--- config.mk ---
export PLATFORM = sky130hd
export DESIGN_NAME = uart_cmd_engine
export DESIGN_NICKNAME = d
export VERILOG_FILES = /design/src/rtl/uart_cmd_pkg.sv /design/src/rtl/uart_cmd_engine_frame_asm.sv /design/src/rtl/uart_cmd_engine.sv
export SDC_FILE = /design/constraint.sdc
export NUM_CORES = 1
export LEC_CHECK = 0
export CORE_MARGIN = 4
export CORE_UTILIZATION = 52
export DETAILED_ROUTE_END_ITERATION = 8
export PLACE_DENSITY = 0.76
export SYNTH_ARGS = -nofsm -noshare
export SYNTH_HDL_FRONTEND = slang
export SYNTH_SLANG_ARGS = --single-unit
--- constraint.sdc ---
create_clock -name clk -period 2.3 [get_ports clk]
set_input_delay 0.23 -clock clk [delete_from_list [all_inputs] [get_ports clk]]
set_output_delay 0.23 -clock clk [all_outputs]
set_load 0.01 [all_outputs]
--- src/rtl/uart_cmd_pkg.sv ---
`default_nettype none
// ============================================================================
// Module   : uart_cmd_pkg
// Purpose  : Shared definitions for the UART command engine: command codes,
//            fixed reply words, FSM state encoding and err_flags bit indices.
// Revision : 1.0 - initial release
// ============================================================================
package uart_cmd_pkg;

  // Command byte values
  localparam logic [7:0] C_CMD_ADDR     = 8'h01;
  localparam logic [7:0] C_CMD_LOAD     = 8'h02;
  localparam logic [7:0] C_CMD_WRITE    = 8'h03;
  localparam logic [7:0] C_CMD_READ     = 8'h04;
  localparam logic [7:0] C_CMD_READ_REQ = 8'h05;
  localparam logic [7:0] C_CMD_COUNT    = 8'h06;
  localparam logic [7:0] C_CMD_CONST    = 8'h07;

  // Fixed reply words
  localparam logic [31:0] C_REPLY_BAD    = 32'hFFFF_FFFF;
  localparam logic [31:0] C_REPLY_MEM_TO = 32'hFFFF_FFFE;
  localparam logic [31:0] C_REPLY_WR_OK  = 32'h0000_0003;

  // err_flags bit positions
  localparam int C_ERR_RX_TO  = 0;
  localparam int C_ERR_MEM_TO = 1;
  localparam int C_ERR_DROP   = 2;

  // Command engine FSM encoding
  typedef enum logic [2:0] {
    S_IDLE          = 3'd0,
    S_DECODE        = 3'd1,
    S_MEM_WAIT_IDLE = 3'd2,
    S_MEM_REQ       = 3'd3,
    S_MEM_WAIT_DONE = 3'd4,
    S_TX_START      = 3'd5,
    S_TX_WAIT_LOW   = 3'd6,
    S_TX_WAIT_HIGH  = 3'd7
  } state_t;

  // True for commands that need a HyperRAM transaction
  function automatic logic is_mem_cmd(input logic [7:0] cmd);
    return (cmd == C_CMD_WRITE) || (cmd == C_CMD_READ_REQ);
  endfunction

endpackage
`default_nettype wire

--- src/rtl/uart_cmd_engine_frame_asm.sv ---
`default_nettype none
// ============================================================================
// Module   : uart_frame_asm
// Purpose  : Collects 5 received bytes into a 40-bit frame (command byte
//            first), pulses frame_valid one cycle after the 5th byte, and
//            discards a partial frame after RX_TIMEOUT idle clocks.
// Revision : 1.0 - initial release
// ============================================================================
module uart_frame_asm #(
  parameter int RX_TIMEOUT = 1200000
) (
  input  logic        clk,
  input  logic        rstn,
  input  logic        rx_rcv,
  input  logic [7:0]  rx_data,
  output logic        frame_valid,
  output logic [39:0] frame_data,
  output logic        rx_timeout
);

  localparam int TW = (RX_TIMEOUT > 2) ? $clog2(RX_TIMEOUT) : 1;
  localparam logic [TW-1:0] C_TIMER_LAST = TW'(RX_TIMEOUT - 1);

  logic [2:0]    r_byte_cnt;
  logic [39:0]   r_shift;
  logic [TW-1:0] r_timer;
  logic          r_frame_valid;
  logic          r_rx_to;

  logic w_last_byte;
  logic w_expire;

  // The 5th byte closes the frame; a byte in the expiry cycle counts as activity
  assign w_last_byte = rx_rcv && (r_byte_cnt == 3'd4);
  assign w_expire    = !rx_rcv && (r_byte_cnt != 3'd0) && (r_timer == C_TIMER_LAST);

  assign frame_valid = r_frame_valid;
  assign frame_data  = r_shift;
  assign rx_timeout  = r_rx_to;

  // Shift each received byte in from the right so the command ends up on top
  always_ff @(posedge clk or negedge rstn) begin
    if (!rstn) begin
      r_shift <= 40'd0;
    end else if (rx_rcv) begin
      r_shift <= {r_shift[31:0], rx_data};
    end
  end

  // Byte counter and inter-byte idle timer
  always_ff @(posedge clk or negedge rstn) begin
    if (!rstn) begin
      r_byte_cnt <= 3'd0;
      r_timer    <= '0;
    end else if (rx_rcv) begin
      r_timer    <= '0;
      r_byte_cnt <= w_last_byte ? 3'd0 : r_byte_cnt + 3'd1;
    end else if (w_expire) begin
      r_timer    <= '0;
      r_byte_cnt <= 3'd0;
    end else if (r_byte_cnt != 3'd0) begin
      r_timer    <= r_timer + 1'b1;
    end else begin
      r_timer    <= '0;
    end
  end

  // Single-cycle status strobes
  always_ff @(posedge clk or negedge rstn) begin
    if (!rstn) begin
      r_frame_valid <= 1'b0;
      r_rx_to       <= 1'b0;
    end else begin
      r_frame_valid <= w_last_byte;
      r_rx_to       <= w_expire;
    end
  end

endmodule
`default_nettype wire

--- src/rtl/uart_cmd_engine.sv ---
`default_nettype none
// ============================================================================
// Module   : uart_cmd_engine
// Purpose  : Executes 5-byte UART command frames as register updates or
//            HyperRAM read/write requests and returns one 4-byte big-endian
//            reply per accepted frame through the uart_tx handshake.
// Revision : 1.0 - initial release
// ============================================================================
module uart_cmd_engine
  import uart_cmd_pkg::*;
#(
  parameter int          RX_TIMEOUT  = 1200000,
  parameter int          MEM_TIMEOUT = 4096,
  parameter logic [31:0] CONST_VAL   = 32'd259
) (
  input  logic        clk,
  input  logic        rstn,
  input  logic        rx_rcv,
  input  logic [7:0]  rx_data,
  input  logic        tx_ready,
  output logic        tx_start,
  output logic [7:0]  tx_data,
  output logic [31:0] mem_addr,
  output logic [31:0] mem_wr_d,
  output logic        mem_wr_req,
  output logic        mem_rd_req,
  input  logic        mem_busy,
  input  logic [31:0] mem_rd_d,
  input  logic        mem_rd_rdy,
  output logic [4:0]  dbg_addr,
  output logic [2:0]  err_flags
);

  localparam int MW = (MEM_TIMEOUT > 2) ? $clog2(MEM_TIMEOUT) : 1;
  localparam logic [MW-1:0] C_MEM_LAST = MW'(MEM_TIMEOUT - 1);

  state_t        r_state;
  state_t        w_next_state;
  logic [7:0]    r_cmd;
  logic [31:0]   r_arg;
  logic [31:0]   r_reply;
  logic [1:0]    r_tx_idx;
  logic [MW-1:0] r_mem_cnt;
  logic          r_busy_seen;
  logic [31:0]   r_rd_latch;
  logic [31:0]   r_count;

  logic          w_frame_valid;
  logic [39:0]   w_frame_data;
  logic          w_rx_timeout;
  logic          w_mem_expired;
  logic          w_mem_done;

  uart_frame_asm #(
    .RX_TIMEOUT (RX_TIMEOUT)
  ) u_frame_asm (
    .clk         (clk),
    .rstn        (rstn),
    .rx_rcv      (rx_rcv),
    .rx_data     (rx_data),
    .frame_valid (w_frame_valid),
    .frame_data  (w_frame_data),
    .rx_timeout  (w_rx_timeout)
  );

  // Write completes on the busy high-then-low sequence, read on the data strobe
  assign w_mem_expired = (r_mem_cnt == C_MEM_LAST);
  assign w_mem_done    = (r_cmd == C_CMD_WRITE) ? (r_busy_seen && !mem_busy) : mem_rd_rdy;

  assign tx_data  = r_reply[31:24];
  assign dbg_addr = mem_addr[4:0];

  // FSM state register
  always_ff @(posedge clk or negedge rstn) begin
    if (!rstn) begin
      r_state <= S_IDLE;
    end else begin
      r_state <= w_next_state;
    end
  end

  // FSM next-state decode
  always_comb begin
    w_next_state = r_state;
    case (r_state)
      S_IDLE: begin
        if (w_frame_valid) w_next_state = S_DECODE;
      end
      S_DECODE: begin
        w_next_state = is_mem_cmd(r_cmd) ? S_MEM_WAIT_IDLE : S_TX_START;
      end
      S_MEM_WAIT_IDLE: begin
        if (!mem_busy)          w_next_state = S_MEM_REQ;
        else if (w_mem_expired) w_next_state = S_TX_START;
      end
      S_MEM_REQ: begin
        w_next_state = S_MEM_WAIT_DONE;
      end
      S_MEM_WAIT_DONE: begin
        if (w_mem_done || w_mem_expired) w_next_state = S_TX_START;
      end
      S_TX_START: begin
        if (tx_ready) w_next_state = S_TX_WAIT_LOW;
      end
      S_TX_WAIT_LOW: begin
        if (!tx_ready) w_next_state = S_TX_WAIT_HIGH;
      end
      S_TX_WAIT_HIGH: begin
        if (tx_ready) w_next_state = (r_tx_idx == 2'd3) ? S_IDLE : S_TX_START;
      end
      default: w_next_state = S_IDLE;
    endcase
  end

  // FSM strobe outputs, each a single cycle wide by construction
  always_comb begin
    tx_start   = 1'b0;
    mem_wr_req = 1'b0;
    mem_rd_req = 1'b0;
    case (r_state)
      S_TX_START: tx_start = tx_ready;
      S_MEM_REQ: begin
        mem_wr_req = (r_cmd == C_CMD_WRITE);
        mem_rd_req = (r_cmd == C_CMD_READ_REQ);
      end
      default: ;
    endcase
  end

  // Command datapath: frame capture, register commands, memory completion, reply shifting
  always_ff @(posedge clk or negedge rstn) begin
    if (!rstn) begin
      r_cmd       <= 8'd0;
      r_arg       <= 32'd0;
      r_reply     <= 32'd0;
      r_tx_idx    <= 2'd0;
      r_mem_cnt   <= '0;
      r_busy_seen <= 1'b0;
      r_rd_latch  <= 32'd0;
      r_count     <= 32'd0;
      mem_addr    <= 32'd0;
      mem_wr_d    <= 32'd0;
      err_flags   <= 3'd0;
    end else begin
      if (w_rx_timeout) err_flags[C_ERR_RX_TO] <= 1'b1;
      if (w_frame_valid && (r_state != S_IDLE)) err_flags[C_ERR_DROP] <= 1'b1;

      case (r_state)
        S_IDLE: begin
          if (w_frame_valid) begin
            r_cmd <= w_frame_data[39:32];
            r_arg <= w_frame_data[31:0];
          end
        end
        S_DECODE: begin
          r_tx_idx    <= 2'd0;
          r_mem_cnt   <= '0;
          r_busy_seen <= 1'b0;
          case (r_cmd)
            C_CMD_ADDR: begin
              mem_addr <= r_arg;
              r_reply  <= r_arg;
            end
            C_CMD_LOAD: begin
              mem_wr_d <= r_arg;
              r_reply  <= r_arg;
            end
            C_CMD_READ:  r_reply <= r_rd_latch;
            C_CMD_COUNT: begin
              r_reply <= r_count;
              r_count <= r_count + 32'd1;
            end
            C_CMD_CONST:    r_reply <= CONST_VAL;
            C_CMD_WRITE,
            C_CMD_READ_REQ: r_reply <= 32'd0;
            default:        r_reply <= C_REPLY_BAD;
          endcase
        end
        S_MEM_WAIT_IDLE: begin
          r_mem_cnt <= r_mem_cnt + 1'b1;
          if (mem_busy && w_mem_expired) begin
            r_reply                 <= C_REPLY_MEM_TO;
            err_flags[C_ERR_MEM_TO] <= 1'b1;
          end
        end
        S_MEM_REQ: begin
          r_mem_cnt <= r_mem_cnt + 1'b1;
        end
        S_MEM_WAIT_DONE: begin
          r_mem_cnt <= r_mem_cnt + 1'b1;
          if (mem_busy) r_busy_seen <= 1'b1;
          if (w_mem_done) begin
            if (r_cmd == C_CMD_WRITE) begin
              r_reply <= C_REPLY_WR_OK;
            end else begin
              r_rd_latch <= mem_rd_d;
              r_reply    <= mem_rd_d;
            end
          end else if (w_mem_expired) begin
            r_reply                 <= C_REPLY_MEM_TO;
            err_flags[C_ERR_MEM_TO] <= 1'b1;
          end
        end
        S_TX_WAIT_HIGH: begin
          if (tx_ready) begin
            r_reply  <= {r_reply[23:0], 8'd0};
            r_tx_idx <= r_tx_idx + 2'd1;
          end
        end
        default: ;
      endcase
    end
  end

endmodule
`default_nettype wire

==> reports/qor.yml, run 1 <==
outcome: "finished, violations left"
violations: "negative setup slack"
dr.pass1.iters: 5
async_reset_ff_share_pct: 100
grt_max_degree: 71
gr-total-overflow: 0
dieArea_um2: 29500
synthAdderAreaFrac_pct: 2.62
synth_area_um2: 13900
yosys.area.top_type: "dfrtp_1"
slew_headroom_pct: 49.9
path_class: "reg -> reg"
avgSynthCellArea_um2: 11.1
grt_pass1_vias: 10700
synthFlopType: "dfrtp_1"
drc: 0
ys_warn_count: 0
slowest_delay_ns: 0.56
fmax_mhz: 414
rsz0062_at_grt: "yes"
start_util_pct: 53.2
die_h_um: 172
arrival_ns: 2.84
layout-drive-gt1-share_pct: 24.5
synth_nets: 1311
endpoint: "r_reply[26]"
synth-compound-area-share_pct: 12.1
grt_pass1_wl_um: 58200
r2r-start: "r_cmd[5]"
ys_types: 66
dp_cells: 1703
routabilityCongestion: 0.936
drv_slew: 0
cp_slowest_cell: "or4b_4"
hold_viol_final: 0
wl_per_cell_um: 21.2
path_cells: "or4b_4 -> o41a_1 -> and3_4 -> nor2_8 -> buf_12 -> mux2_4"
peakVddDrop_mv: 0.716
clk-insertion-delay-late_ns: 0.55
min_period_ns: 2.42
setup_violations: 16
reg2reg_slack_ns: -0.12
filler_cell_count: 1942
drt-initial-drc-count: 1150
cp_max_fo: 7
synth_edf_count: 0
antenna_found_initial: 0
critPathLaunchType: "flop"
finalNonFillerCells: 1766
synthTopCellsByArea: "dfrtp_1 52%, mux2_2 13%, o21ai_0 3.9%"
p_per_area_nw_per_um2: 1040
htreeDepth: 1
cp-startpoint: "r_cmd[5]"
cp.required_ns: 2.73
final_antenna_net_count: 0
fin_crit_sh_pct: 105
ys_ff_latch: 287
routed_wl_um: 37500
io_buffer_count: 128
tightest_slew_ns: 0.748
synth_xor_xnor_area_share_pct: 3.27
nets: 1462
worstSetupEndpointType: "flop"
synth-simple-area-share_pct: 10.7
min_path_type: "in -> async"
syn2layout_area_growth_pct: 24.2
rows: 59
clk_transition_reported_paths_ns: 0.06
dp_hpwl_um: 25900
antennaDiodeCount: 0
viasPerCell: 6.11
vias: 10800
worst_slack_ns: -0.116
coreArea_um2: 26200
io_pins: 129
drv_cap: 0
syn_inst: 1259
synth_top_family_by_area: "multiplexers"
cts_buffers: 30
r2r-end: "r_reply[26]"
fin_worst_skew_ns: 0.0110
yosysSeqAreaShare_pct: 51.5
leakagePower_nw: 7.37
cts_buffer_depth: 3
grt_use_total_pct: 24.9
synth_top_area_share_pct: 51.5
cts.sinks: 287
clockRootBuffer: "clkbuf_16"
seq_area_um2: 7180
multi_input_area_um2: 6350
cts_tree: "yes"
pre_cts_slack_ns: -0.148
muxShareOfSynthArea_pct: 15.4
r2r_cells: 6
die_w_um: 172
timing repair:
action	4_1_cts	5_1_grt
endpoints found under the hold margin	63	0
cloned	1	2
pin swaps	2	5
gates resized for setup	26	48
endpoints found under the setup margin	39	94
hold buffers	2	0
setup buffers	2	4
area by class of cell:
class / instances / area share [%]
inverter: 42 / 0.911
tap: 335 / 2.42
clock buffer: 46 / 5.21
timing repair buffer: 218 / 12.8
multi-input combinational: 831 / 36.7
sequential: 287 / 41.5
clock inverter: 7 / 0.391
through the flow:
| stage | power (mW) | utilization, % | instance area [um^2] | hold WS (ns) | TNS (ns) |
|---|---|---|---|---|---|
| floorplan | 10.5 | - | 14000 | -0.0656 | -1.52 |
| detailed placement | 12.7 | 61.2 | 16000 | 0.236 | -2.87 |
| CTS | 17.7 | 65.3 | 17100 | 0.254 | -0.241 |
| finish | 18.1 | 66.0 | 17300 | 0.229 | -1.36 |
| global placement | 12.5 | 61.2 | 16000 | 0.227 | -2.80 |
| global route | 19.0 | 66.0 | 17300 | 0.277 | -2.18 |
kinds of logic (layout without fill, tap and decap cells):
kind of cell	Yosys count	in the layout
XOR/XNOR	52	52
multiplexers	193	193
AND/OR/NAND/NOR	300	300
AO/OA/AOI/OAI	251	251
adder cells (fa/ha/maj)	35	35
buffers and inverters	141	313
flip-flops	287	287
cells in the mapped netlist, drive strengths merged, types with 12 or more instances:
cell type / count
clkbuf: 67
dfrtp: 287
nand4: 26
mux2: 175
buf: 32
o211ai: 26
o21a: 18
a221oi: 16
mux2i: 18
inv: 41
nor2: 48
xnor2: 40
and3: 13
maj3: 29
nand3: 27
o2111ai: 16
o21ai: 110
nor3: 16
xor2: 12
nand2: 114
routing by layer:
layer	global-route usage [%]	up-vias	wire length [um]
met1	34.6	5453	16000
met2	40.1	399	17600
met4	9.03	0	1630
li1	-	4841	-
met5	0	-	0
met3	3.61	98	2310
layout by cell type, fill, tap and decap left out, drive strengths merged, types with 8 or more instances in the layout:
| cell type | n |
|---|---|
| a21oi | 10 |
| a221oi | 16 |
| and3 | 13 |
| buf | 91 |
| clkbuf | 47 |
| clkdlybuf4s50 | 124 |
| dfrtp | 287 |
| inv | 41 |
| maj3 | 29 |
| mux2 | 175 |
| mux2i | 18 |
| nand2 | 114 |
| nand3 | 27 |
| nand4 | 26 |
| nor2 | 48 |
| nor2b | 8 |
| nor3 | 16 |
| nor4 | 10 |
| o2111ai | 16 |
| o211ai | 26 |
| o21a | 18 |
| o21ai | 110 |
| o31ai | 8 |
| xnor2 | 40 |
| xor2 | 12 |
sequential cells by signal, indices dropped and copies added, names as in the netlist, 3 cells and up:
name and cells:
r_mem_cnt 12, u_frame_asm.frame_data 40, mem_addr 32, r_count 32, u_frame_asm.r_byte_cnt 3, r_rd_latch 32, mem_wr_d 32, r_arg 32
r_reply 32, err_flags 3, r_state 3, r_cmd 8, u_frame_asm.r_timer 21
worst min-delay path by stage:
stage                         endpoint  start  slack, ns
final                     mem_wr_d[19]   rstn       0.23
after global routing      mem_wr_d[19]   rstn       0.28
after CTS                 mem_wr_d[19]   rstn       0.25
after detailed placement  mem_wr_d[19]   rstn       0.24
after global placement    mem_wr_d[19]   rstn       0.23
after floorplan           err_flags[0]   rstn      -0.07
power breakdown:
group          switching (mW)  internal (mW)  leakage [nW]
clock                    1.95           2.79         0.468
sequential              0.615           5.99          3.74
combinational            3.47           3.27          3.16
total                    6.03           12.0          7.37
critical path, delay by kind of cell (launching register included):
family | cells | cell delay [ns]
AO/OA/AOI/OAI | 1 | 0.48
buffers and inverters | 1 | 0.17
multiplexers | 1 | 0.30
flip-flops | 1 | 0.41
AND/OR/NAND/NOR | 3 | 0.92
(Power assumes the default switching activity.)
==> run 2, diff against run 1 <==
--- a/config.mk
+++ b/config.mk
@@ -7,6 +7,7 @@
 export LEC_CHECK = 0
 export CORE_MARGIN = 4
 export CORE_UTILIZATION = 52
+export CTS_CLUSTER_SIZE = 25
 export DETAILED_ROUTE_END_ITERATION = 8
 export PLACE_DENSITY = 0.76
 export SYNTH_ARGS = -nofsm -noshare
==> results of run 2 <==
Same layout as run 1: the final DEF is identical, and so are final timing and power.
==> run 3, diff against run 2 <==
--- a/config.mk
+++ b/config.mk
@@ -5,7 +5,7 @@
 export SDC_FILE = /design/constraint.sdc
 export NUM_CORES = 1
 export LEC_CHECK = 0
-export CORE_MARGIN = 4
+export CORE_MARGIN = 5
 export CORE_UTILIZATION = 52
 export CTS_CLUSTER_SIZE = 25
 export DETAILED_ROUTE_END_ITERATION = 8
==> run 3 against run 2 <==
  * The flow still finishes with violations (negative setup slack)
  * Fmax increased by 2.5%
  * Critical path type is now reg -> out
  * Via count fell by 0.56%
  * First-iteration DRC count decreased by 16%
  * Cell count rose by 0.11%
  * Combinational power down 5.3%
  * Register-to-register slack gained 0.07 ns
  * Critical path depth decreased by 1
  * Clock skew is 0.0026 ns higher
  * Sequential share of layout area grew 0.16 points
  * Worst setup slack gained 0.058 ns
  * Power down 1.1%
  * Count of clock-buffer cells in the layout is 2 lower
  * Highest routed layer unchanged
==> reports/qor.yml, run 3 (synthesis gave the netlist of run 1 again) <==
outcome: "finished, violations left"
violations: "negative setup slack"
fin_crit_sh_pct: 102  # -2.5 points
start_util_pct: 52.3  # -0.89 points
filler_cell_count: 1963  # +1.1%
p_per_area_nw_per_um2: 1040  # -0.70%
arrival_ns: 2.13  # -0.71 ns
path_cells: "or4_4 -> nor2_4 -> nand2_2 -> nor3_2 -> buf_2"
clk-insertion-delay-late_ns: 0.55  # about the same
fin_worst_skew_ns: 0.0135  # +0.00258 ns
worstSetupEndpointType: "output port"
rsz0062_at_grt: "yes"
wl_per_cell_um: 21.3  # +0.24%
cts_buffer_depth: 3  # unchanged
drc: 0  # unchanged
drv_slew: 0  # unchanged
cp_max_fo: 3  # -4
fin_util_pct: 64.7  # -1.3 points
io_pins: 129  # unchanged
pre_cts_slack_ns: -0.0843  # +0.0636 ns
worst_slack_ns: -0.0574  # +0.0582 ns
viasPerCell: 6.07  # -0.67%
largest_register_ffs: 40  # unchanged
dr.pass1.iters: 6  # +1
nets: 1459  # -0.21%
dp_hpwl_um: 25800  # -0.16%
io_buffer_count: 128  # unchanged
final_antenna_net_count: 0  # unchanged
vias: 10700  # -0.56%
cts_buffers: 30  # unchanged
clk_transition_reported_paths_ns: 0.06  # about the same
drv_cap: 0  # unchanged
die_h_um: 174  # +1.2%
gr-total-overflow: 0  # unchanged
min_path_cells: 3
finalPower_mw: 17.9  # -1.1%
grt_pass1_vias: 10800  # +0.97%
grt_pass1_wl_um: 59800  # +2.6%
cp.required_ns: 2.07  # -0.66 ns
leakagePower_nw: 7.38  # +0.13%
fmax_mhz: 424  # +2.5%
slew_headroom_pct: 60.3  # +10 points
tns_ns: -0.456  # +0.900 ns
antenna_found_initial: 0  # unchanged
rows: 60  # +1.7%
grt_max_degree: 75  # +5.6%
slowest_delay_ns: 0.59  # +0.03 ns
layout-drive-gt1-share_pct: 24.0  # -0.49 points
clockRootBuffer: "clkbuf_16"
cp_slowest_cell: "or4_4"
htreeDepth: 1  # unchanged
drt-initial-drc-count: 968  # -16%
die_w_um: 174  # +1.2%
r2r_cells: 6  # unchanged
syn2layout_area_growth_pct: 23.7
path_class: "reg -> out"
antennaDiodeCount: 0  # unchanged
routed_wl_um: 37600  # +0.35%
tightest_slew_ns: 0.595  # -0.153 ns
grt_use_total_pct: 24.2  # -0.66 points
cts.sinks: 287  # unchanged
critPathLaunchType: "flop"
min_path_type: "in -> reg"
dieArea_um2: 30200  # +2.3%
hold_slack_ns: 0.168  # -0.0613 ns
most-common-layout-cells: "286 x dfrtp_1, 163 x mux2_2, 124 x clkdlybuf4s50_1, 112 x nand2_1, 104 x o21ai_0"
final_common_cell: "dfrtp_1"
cts_tree: "yes"
peakVddDrop_mv: 0.683  # -4.6%
routabilityCongestion: 0.916  # -2.1%
min_period_ns: 2.36  # -0.0582 ns
coreArea_um2: 26700  # +1.7%
setup_violations: 14  # -2
hold_viol_final: 0  # unchanged
## run 3: metal layers
metal / vias up / share of wire (%) / GRT usage [%] / routed length (um)
met1: 5345 / 41 / 33.1 / 15600
li1: 4841 / - / - / -
met4: 0 / 4.5 / 9.57 / 1680
met5: - / 0 / 0 / 0
met3: 99 / 6.6 / 3.56 / 2490
met2: 446 / 48 / 39.4 / 17900
## run 3: repair_timing
item,in CTS,in global routing
hold buffers,1,0
hold endpoints to repair,68,0
resized for setup,20,20
pin swaps,2,4
setup endpoints to repair,48,69
cloned,0,3
buffers inserted,1,1
## run 3: where the power goes
| part | switching (mW) | internal [mW] |
|---|---|---|
| Combinational | 3.30 | 3.09 |
| Clock | 1.96 | 2.92 |
| Sequential | 0.629 | 5.99 |
| Total | 5.89 | 12.0 |
## run 3: stage by stage
step           std cells  cell area, um^2
2_1_floorplan       1259            14000
3_3_place_gp        1710            16000
3_5_place_dp        1710            16000
4_1_cts             1764            17100
5_1_grt             1768            17200
6_report            1768            17200
## run 3: cell type report
class	instances	area, um^2	share of cell area, %
flip-flops and latches	287	7180	41.7
repair buffers	215	2180	12.7
clock buffers	44	905	5.25
inverters	42	158	0.915
multi-input cells	831	6290	36.5
well taps	341	427	2.48
clock inverters	8	93.8	0.544
## run 3: critical path: cells and delay by family, from the launching register on
kind          cells  cell delay [ns]
simple gates      4             1.00
buf+inv           1             0.17
flops             1             0.40
## run 3: path summary, 6_finish.rpt
check,startpoint,to,slack (ns)
max,r_cmd[6],mem_rd_req,-0.06
min,rx_rcv,u_frame_asm.r_byte_cnt[2],0.17
max reg2reg,r_cmd[5],r_reply[27],-0.05
min reg2reg,u_frame_asm.rx_timeout,err_flags[0],0.44
max in group asynchronous,rstn,u_frame_asm.r_timer[6],1.30
min in group asynchronous,rstn,mem_wr_d[21],0.25
